$ cat src/rtl/pkt_flit_pkg.sv
// Package shared by the packet-aware flit buffer.
// Contents:
//   FT_*                 2-bit flit type codes (upper two bits of a flit).
//   is_head() / is_tail() decode a flit type.
//   wr_state_t           write-side packet-tracking state machine encoding.
package pkt_flit_pkg;

    localparam logic [1:0] FT_BODY   = 2'b00;
    localparam logic [1:0] FT_HEAD   = 2'b01;
    localparam logic [1:0] FT_TAIL   = 2'b10;
    localparam logic [1:0] FT_SINGLE = 2'b11;

    // A single-flit packet (11) is both a head and a tail, so a
    // per-bit decode covers all four codes.
    function automatic logic is_head(input logic [1:0] ft);
        return ft[0];
    endfunction

    function automatic logic is_tail(input logic [1:0] ft);
        return ft[1];
    endfunction

    typedef enum logic {
        ST_IDLE   = 1'b0,
        ST_IN_PKT = 1'b1
    } wr_state_t;

endpackage

$ cat src/rtl/pkt_len_fifo.sv
// Synchronous FIFO of packet lengths, one entry per complete packet in the
// flit buffer.
// Ports:
//   clk, rst_n        clock, synchronous active-low reset
//   push, push_len    enqueue a length (written when not full or when popping)
//   pop               dequeue the front entry (ignored when empty)
//   front             length at the head of the queue (undefined when empty)
//   count             number of stored entries
//   empty             count == 0
module pkt_len_fifo #(
    parameter int DEPTH = 8,
    parameter int CNT_W = $clog2(DEPTH + 1)
) (
    input  logic             clk,
    input  logic             rst_n,
    input  logic             push,
    input  logic [CNT_W-1:0] push_len,
    input  logic             pop,
    output logic [CNT_W-1:0] front,
    output logic [CNT_W-1:0] count,
    output logic             empty
);

    localparam int PTR_W = (DEPTH > 1) ? $clog2(DEPTH) : 1;

    logic [CNT_W-1:0] mem [DEPTH];
    logic [PTR_W-1:0] wr_ptr, rd_ptr;
    logic             do_push, do_pop;

    // DEPTH need not be a power of two, so wrap explicitly.
    function automatic logic [PTR_W-1:0] ptr_inc(input logic [PTR_W-1:0] p);
        return (p == PTR_W'(DEPTH - 1)) ? '0 : p + PTR_W'(1);
    endfunction

    assign empty   = (count == '0);
    assign front   = mem[rd_ptr];
    assign do_pop  = pop && !empty;
    assign do_push = push && ((count != CNT_W'(DEPTH)) || do_pop);

    always_ff @(posedge clk) begin
        if (do_push) mem[wr_ptr] <= push_len;
    end

    always_ff @(posedge clk) begin
        if (!rst_n) begin
            wr_ptr <= '0;
            rd_ptr <= '0;
            count  <= '0;
        end else begin
            if (do_push) wr_ptr <= ptr_inc(wr_ptr);
            if (do_pop)  rd_ptr <= ptr_inc(rd_ptr);
            case ({do_push, do_pop})
                2'b10:   count <= count + CNT_W'(1);
                2'b01:   count <= count - CNT_W'(1);
                default: count <= count;
            endcase
        end
    end

endmodule

$ cat src/rtl/pkt_flit_buffer.sv
// Packet-aware flit FIFO for a router input port. Valid/ready on both sides,
// one clock. Packet boundaries are tracked by a write-side state machine and
// a side FIFO of packet lengths so the route/arbiter logic can see the head
// packet's dist and length before draining it.
// Flit = {type[1:0], dist[WIDTH-3:0]}; type 00 body, 01 head, 10 tail, 11 single.
// Ports:
//   clk, rst_n                clock, synchronous active-low reset
//   in_flit/in_valid/in_ready write side (in_ready depends on occupancy only)
//   out_flit/out_valid/out_ready read side (out_flit is 0 when !out_valid)
//   free_slots                DEPTH - stored flits
//   pkt_count                 complete packets held
//   head_pkt_vld/head_dist/head_pkt_len  status of the complete packet at head
//   err_proto                 one-cycle pulse after a malformed flit is dropped
// Config macro: PKT_FLIT_BUF_CUT_THROUGH_EN
//   defined   -> out_valid whenever any flit is stored (cut-through)
//   undefined -> out_valid only once a complete packet is stored
module pkt_flit_buffer
    import pkt_flit_pkg::*;
#(
    parameter  int WIDTH = 10,
    parameter  int DEPTH = 8,
    localparam int CNT_W = $clog2(DEPTH + 1)
) (
    input  logic             clk,
    input  logic             rst_n,
    input  logic [WIDTH-1:0] in_flit,
    input  logic             in_valid,
    output logic             in_ready,
    output logic [WIDTH-1:0] out_flit,
    output logic             out_valid,
    input  logic             out_ready,
    output logic [CNT_W-1:0] free_slots,
    output logic [CNT_W-1:0] pkt_count,
    output logic             head_pkt_vld,
    output logic [WIDTH-3:0] head_dist,
    output logic [CNT_W-1:0] head_pkt_len,
    output logic             err_proto
);

    localparam int PTR_W = $clog2(DEPTH);

    logic [WIDTH-1:0] mem [DEPTH];
    logic [PTR_W-1:0] wr_ptr, rd_ptr;
    logic [CNT_W-1:0] count;
    logic [CNT_W-1:0] cur_len, cur_len_nxt, cur_len_inc, push_len;
    logic [CNT_W-1:0] len_front, len_count;
    wr_state_t        state, state_nxt;
    logic             accept, store, drop, len_push, pop, pop_tail, len_empty;
    logic             err_q, non_empty;
    logic [1:0]       in_type, head_type;
    logic [WIDTH-1:0] head_word;

    function automatic logic [PTR_W-1:0] ptr_inc(input logic [PTR_W-1:0] p);
        return (p == PTR_W'(DEPTH - 1)) ? '0 : p + PTR_W'(1);
    endfunction

    assign in_ready   = (count != CNT_W'(DEPTH));
    assign accept     = in_valid && in_ready;
    assign in_type    = in_flit[WIDTH-1 -: 2];
    assign free_slots = CNT_W'(DEPTH) - count;
    assign non_empty  = (count != '0);

    // Saturates so an oversized packet cannot wrap the length field.
    assign cur_len_inc = (cur_len == CNT_W'(DEPTH)) ? cur_len : cur_len + CNT_W'(1);

    // Write FSM: decides whether an accepted flit is stored or dropped, and
    // when a finished packet's length goes into the side FIFO.
    always_comb begin
        state_nxt   = state;
        cur_len_nxt = cur_len;
        store       = 1'b0;
        drop        = 1'b0;
        len_push    = 1'b0;
        push_len    = cur_len_inc;
        if (accept) begin
            case (state)
                ST_IDLE: begin
                    if (in_type == FT_SINGLE) begin
                        store    = 1'b1;
                        len_push = 1'b1;
                        push_len = CNT_W'(1);
                    end else if (in_type == FT_HEAD) begin
                        store       = 1'b1;
                        cur_len_nxt = CNT_W'(1);
                        state_nxt   = ST_IN_PKT;
                    end else begin
                        drop = 1'b1;
                    end
                end
                ST_IN_PKT: begin
                    // A stray head/single is dropped; the open packet carries on.
                    if (is_head(in_type)) begin
                        drop = 1'b1;
                    end else begin
                        store       = 1'b1;
                        cur_len_nxt = cur_len_inc;
                        if (is_tail(in_type)) begin
                            len_push  = 1'b1;
                            state_nxt = ST_IDLE;
                        end
                    end
                end
                default: state_nxt = ST_IDLE;
            endcase
        end
    end

    // Read side
    assign head_word = mem[rd_ptr];
    assign head_type = head_word[WIDTH-1 -: 2];

`ifdef PKT_FLIT_BUF_CUT_THROUGH_EN
    assign out_valid = non_empty;
`else
    // The oldest packet is complete whenever any tail is stored, so all of
    // its flits are present once pkt_count is non-zero.
    assign out_valid = non_empty && !len_empty;
`endif

    assign pop      = out_valid && out_ready;
    assign pop_tail = pop && is_tail(head_type);
    assign out_flit = out_valid ? head_word : '0;

    // Status is only meaningful while the head packet is complete and its
    // head flit has not yet been consumed.
    assign head_pkt_vld = non_empty && !len_empty && is_head(head_type);
    assign head_dist    = head_pkt_vld ? head_word[WIDTH-3:0] : '1;
    assign head_pkt_len = head_pkt_vld ? len_front : '0;
    assign pkt_count    = len_count;
    assign err_proto    = err_q;

    always_ff @(posedge clk) begin
        if (store) mem[wr_ptr] <= in_flit;
    end

    always_ff @(posedge clk) begin
        if (!rst_n) begin
            wr_ptr  <= '0;
            rd_ptr  <= '0;
            count   <= '0;
            state   <= ST_IDLE;
            cur_len <= '0;
            err_q   <= 1'b0;
        end else begin
            if (store) wr_ptr <= ptr_inc(wr_ptr);
            if (pop)   rd_ptr <= ptr_inc(rd_ptr);
            case ({store, pop})
                2'b10:   count <= count + CNT_W'(1);
                2'b01:   count <= count - CNT_W'(1);
                default: count <= count;
            endcase
            state   <= state_nxt;
            cur_len <= cur_len_nxt;
            err_q   <= drop;
        end
    end

    pkt_len_fifo #(
        .DEPTH (DEPTH),
        .CNT_W (CNT_W)
    ) u_len_fifo (
        .clk      (clk),
        .rst_n    (rst_n),
        .push     (len_push),
        .push_len (push_len),
        .pop      (pop_tail),
        .front    (len_front),
        .count    (len_count),
        .empty    (len_empty)
    );

endmodule

$ cat config.mk
export PLATFORM = sky130hd
export DESIGN_NAME = pkt_flit_buffer
export DESIGN_NICKNAME = d
export VERILOG_FILES = /design/src/rtl/pkt_flit_pkg.sv /design/src/rtl/pkt_len_fifo.sv /design/src/rtl/pkt_flit_buffer.sv
export SDC_FILE = /design/constraint.sdc
export NUM_CORES = 1
export LEC_CHECK = 0
export CORE_MARGIN = 4
export CORE_UTILIZATION = 50
export CTS_CLUSTER_SIZE = 20
export DETAILED_ROUTE_END_ITERATION = 8
export PLACE_DENSITY = 0.7
export SKIP_CTS_REPAIR_TIMING = 1
export SYNTH_ARGS = -nofsm -noshare
export SYNTH_HDL_FRONTEND = slang
export SYNTH_SLANG_ARGS = --single-unit
$ cat constraint.sdc
create_clock -name clk -period 3.6 [get_ports clk]
set_clock_uncertainty 0.1 [all_clocks]
set_input_delay 0.36 -clock clk [delete_from_list [all_inputs] [get_ports clk]]
set_output_delay 0.36 -clock clk [all_outputs]
set_load 0.005 [all_outputs]
# Word-level counts from Yosys, hierarchy flattened
# Memory sizes are Yosys's and may differ from the RTL's. A register that Yosys moved wholly into a read port is not among the register bits.
# Index checks and enable logic that the tools add are counted.
# op_classes
addsub	10
bitwise	1
reduce_logical	15
eq_ne	16
muxes	43
# ops
operator	count
4-bit 2-to-1 mux	8
3-bit 2-to-1 mux	8
4-bit case mux with 2 select lines	3
1-bit 2-to-1 mux	18
3-bit by 1-bit adder with 3-bit output, second input constant	4
4-bit by 1-bit adder with 4-bit output, second input constant	3
3-bit == test, second input constant	4
10-bit 2-to-1 mux	1
8-bit 2-to-1 mux	1
4-bit inequality test, second input constant	2
1-bit case mux with 2 select lines	4
4-bit by 1-bit subtractor with 4-bit output, second input constant	2
1-bit logical AND	7
2-bit by 1-bit == test with 1-bit output, second input constant	3
2-bit == test, second input constant	3
2-bit inequality test, second input constant	3
4-bit == test, second input constant	1
4-bit zero test	1
4-bit AND reduction	1
2-bit nonzero test	2
4-bit nonzero test	1
4-bit subtractor, first input constant	1
2-bit AND reduction	1
1-bit zero test	1
other kinds (2)	2
# totals
in_bits	14
ram_bits	112
wordCells	96
register_bits	26
out_inout_bits	34
mem_count	2
# mem_list
memory	depth	word_bits	rd	rd_clocked_by_memory_dff	wr	line	text
mem	8	10	1	1	1	pkt_flit_buffer.sv:42	logic [WIDTH-1:0] mem [DEPTH];
u_len_fifo.mem	8	4	1	1	1	pkt_len_fifo.sv:26	logic [CNT_W-1:0] mem [DEPTH];

# Longest topological paths before layout
# Gate-level depths: netlist of the first run.
# depth
depth_word	10
mapped_depth	14
ltp_nobuf	13

# Hierarchy
# A second synthesis of the first run with hierarchy kept.
# hier_totals
hier_cells	407
area_unflattened_um2	6267.3
# modules_own_cells
mod	area_per_inst_um2	cells_per_inst	instances
pkt_flit_buffer	4351.7	285	1
pkt_len_fifo	1915.6	122	1

# Worst setup path after synthesis of the first run
# Ideal clock, no wire load.
# synth_timing
kind	reg-to-reg
start	register (tool-made name)
end	register u_len_fifo.count[2]
setup_slack_ps	623
t_arrival_ps	2807
stages_incl_launch_ff	14
setup_time_ps	70
synth_period_minus_slack_ps	2977
n_path_buf	2
cell_sequence	dfxtp_1 > buf_6 > mux4_2 > mux2i_4 > nor2_4 > o2111ai_4 > buf_6 > ha_1 > xor2_1 > ha_1 > a21oi_1 > xor2_1 > or3_1 > a21oi_1
# synth_lines
item	line	text
end signal, assigned	pkt_len_fifo.sv:53	2'b10: count <= count + CNT_W'(1);
end signal, assigned	pkt_len_fifo.sv:54	2'b01: count <= count - CNT_W'(1);
end signal, assigned	pkt_len_fifo.sv:55	default: count <= count;
end, declared	pkt_len_fifo.sv:20	output logic [CNT_W-1:0] count,

==> results of run 1 <==
## worst max-delay path, delay by kind of cell (launching register included)
kind | cells | cell delay, ns
buffers and inverters | 2 | 0.80
DFF | 1 | 0.69
and+or+nand+nor | 1 | 0.52
muxes | 2 | 0.40
## report_power, final
part           total [mW]  switching (mW)  internal, mW
combinational       0.200           0.102        0.0974
clock                1.73           0.652          1.08
sequential           1.83          0.0204          1.81
## sequential cells by signal, indices dropped and copies added (netlist names), 3 cells and up, named ones only
register / cells
wr_ptr: 3
u_len_fifo.rd_ptr: 3
cur_len: 4
rd_ptr: 3
mem: 80
count: 4
u_len_fifo.mem: 32
u_len_fifo.wr_ptr: 3
u_len_fifo.count: 4
## layer usage
metal,vias up,part of all wire,track usage
met5,-,0,0
met4,0,0.010,0.0500
met3,13,0.047,0.0536
met2,83,0.51,0.288
met1,1721,0.43,0.218
li1,1648,-,-
## metrics by stage
step | hold WS [ns] | worst slack [ns] | power [mW]
after global routing | 0.436 | 0.151 | 3.91
after floorplan | 0.355 | 0.623 | 1.98
after detailed placement | 0.388 | 0.441 | 2.07
after global placement | 0.373 | 0.521 | 2.06
after CTS | 0.405 | 0.242 | 3.81
final | 0.397 | 0.312 | 3.77
## cell usage after synthesis (all sizes together), types with 8 or more instances
cell type,number,share of area
mux4,28,0.11
ha,17,0.035
nor2,36,0.023
o21ai,8,0.0065
mux2i,20,0.035
xor2,9,0.013
nand2,28,0.017
a21oi,18,0.015
nor3,15,0.012
buf,13,0.013
edfxtp,112,0.55
inv,10,0.0061
dfxtp,32,0.10
## cell families after synthesis
family | after synthesis | synth area share
flip-flops | 144 | 0.654
AND/OR/NAND/NOR | 112 | 0.0906
multiplexers | 48 | 0.143
AO/OA/AOI/OAI | 32 | 0.0344
buffers and inverters | 29 | 0.0227
adder cells (fa/ha/maj) | 18 | 0.0380
XOR/XNOR | 12 | 0.0172
## cell type report
cell class                      count  share of cell area
Clock buffer                       17              0.0572
Clock inverter                     14              0.0227
Inverter                           10             0.00505
Multi-Input combinational cell    222               0.266
Sequential cell                   144               0.538
Tap cell                          147              0.0247
Timing Repair Buffer               69              0.0855
## worst paths after layout
path,start,to
setup / recovery,flop,out_flit[8]
hold / removal,rd_ptr[2]$_SDFFE_PN0N_,flop
setup reg to reg,flop,u_len_fifo.count[2]$_SDFFE_PN0P_
hold reg to reg,rd_ptr[2]$_SDFFE_PN0N_,flop
==> results.txt, run 1 <==
The placed standard-cell area is ~6800 um2. The sequential share of the synthesized area came out at 0.654. The via count of the first global-routing pass came out at 3,525. The final design area excluding fillers came out at 7440 um2.

The number of cells on the worst hold path is 2. The max-capacitance violation count is 0. The die outline area is 14,100 um2. The library cells used most frequently in the layout, excluding fill and tap cells, are 112 x sky130_fd_sc_hd__edfxtp_1, 47 x sky130_fd_sc_hd__clkdlybuf4s50_1, 35 x sky130_fd_sc_hd__nor2_1. The power per unit of standard cell area came out at 507 nW/um2.

The vias per cell is approximately 5.6. The total global routing track utilization came out at 0.173. From bottom edge to top edge, the die measures between 100 and 150 um. The headroom to the max-slew limit came out at 0.331. The worst hold path belongs to the class reg2reg. The number of CTS-inserted buffers came out at 17. The largest buffer count on any clock path came out at 2. The final count of pins violating max slew is 0.

The share of final-layout standard cells stronger than drive strength 1 is 0.164. The routability congestion estimate from global placement came out at 0.771. The share of the clock period used by the worst path after layout is 0.913.

The data required time at the worst endpoint is 3.14 ns. Summing all flip-flop and latch instances after layout gives 4000 um2. The later-pin clock latency in the skew report came out at 0.41 ns. The cell area after synthesis is between 6000 and 7000 um2.

The peak clock frequency supported by timing is a little over 0.3 GHz. Of all nets on the critical path, the largest fanout is 10. The delay of the slowest cell on the worst path is about 0.69 ns. The critical path in this run is classified as reg2out.

The most used flip-flop cell after synthesis is sky130_fd_sc_hd__edfxtp_1. The number of flip-flops and latches in the synthesized netlist came out at approximately 140. For the worst setup path, the data arrival time is 2.83 ns. The effective utilization at floorplan is 0.509. The sum of negative setup slack is 0 ns. The number of antenna violations at the first check in global routing came out at 0. The internal reg-to-reg setup slack is ~0.52 ns. The critical path goes through mux4_2 > mux2i_1 > buf_4 > nor2_1 > clkdlybuf4s50_1. The area taken by multi-input logic gates is about 2000 um2. The die boundary width came out at about 120 um. The layout-stage area growth over the synthesis result came out at 21.6%. The total of fill cells in the finished design is ~940. The share of flip-flops with an asynchronous set or reset came out at 0. The number of primary I/O pins is 48. The synthesized design contains around 110 enable-type register cells.

The detailed-router iteration count before antenna repair came out at 5. The average cell area after synthesis came out at about 15 um2. The H-tree generated during clock tree synthesis spans 4 levels. The number of failing setup endpoints in the final timing report came out at 0. The total detailed-routing wirelength is 11.3 mm.

The cell at the root of the clock tree is sky130_fd_sc_hd__clkbuf_16. The reported leakage power is between 2 and 3 nW. After detailed routing, the number of remaining DRC violations is 0. The number of standard cells in the final layout excluding fillers came out at around 620. The number of synthesis warnings came out at 0. The number of hold violations in the final report is 0. The run finished with clean final reports.

The synthesized net count is 427. Setup repair after global routing left no endpoint under its margin. Measured on the finished design, the core utilization comes to 0.619. After clock tree synthesis, the clock-pin slew on the worst setup and hold paths is ~0.060 ns.

The final critical-path required period is approximately 3.3 ns. The slowest cell on the critical path is sky130_fd_sc_hd__dfxtp_1. Leaving out fill and tap cells, the most frequent cell in the layout is sky130_fd_sc_hd__edfxtp_1. The worst setup path is launched from a flop.

The average detailed-routed wire length per instance came out at ~18 um. The first global-routing pass estimated approximately 19 mm of wire. The final layout contains 496 nets. Row generation in the floorplan step produced 40 rows. Summing over every cut layer, the via total after detailed routing is between 3,000 and 4,000. Detailed placement finished with a half-perimeter wire length of about 7.7 mm. The area of the core is ~12,000 um2. The slew at the pin closest to its max-slew limit came out at a little under 1 ns. The number of distinct library cells after synthesis came out at 44. The worst setup path is captured at an output pin. The count of clock tree sinks is 144. The total congestion overflow after global routing came out at 0. The peak supply drop came out at roughly 0.28 mV. The total of buffers placed on input and output ports came out at 47. The placed cell count came out at 592. The initial detailed-routing violation count is roughly 160. The residual antenna-violating net count after detailed routing came out at 0. The TritonCTS clock tree is done. The pin count of the biggest net entering global routing is 25. The antenna diode count came out at 0. The post-synthesis cell count came out at about 400.

The number of cells on the worst reg-to-reg path is 12.
Power figures use the tool's default switching activity.
==> run 2, diff against run 1 <==
Settings changed: SLEW_MARGIN set to 20.
==> results of run 2 <==
The final DEF is identical to that of run 1; final timing and power are the same.
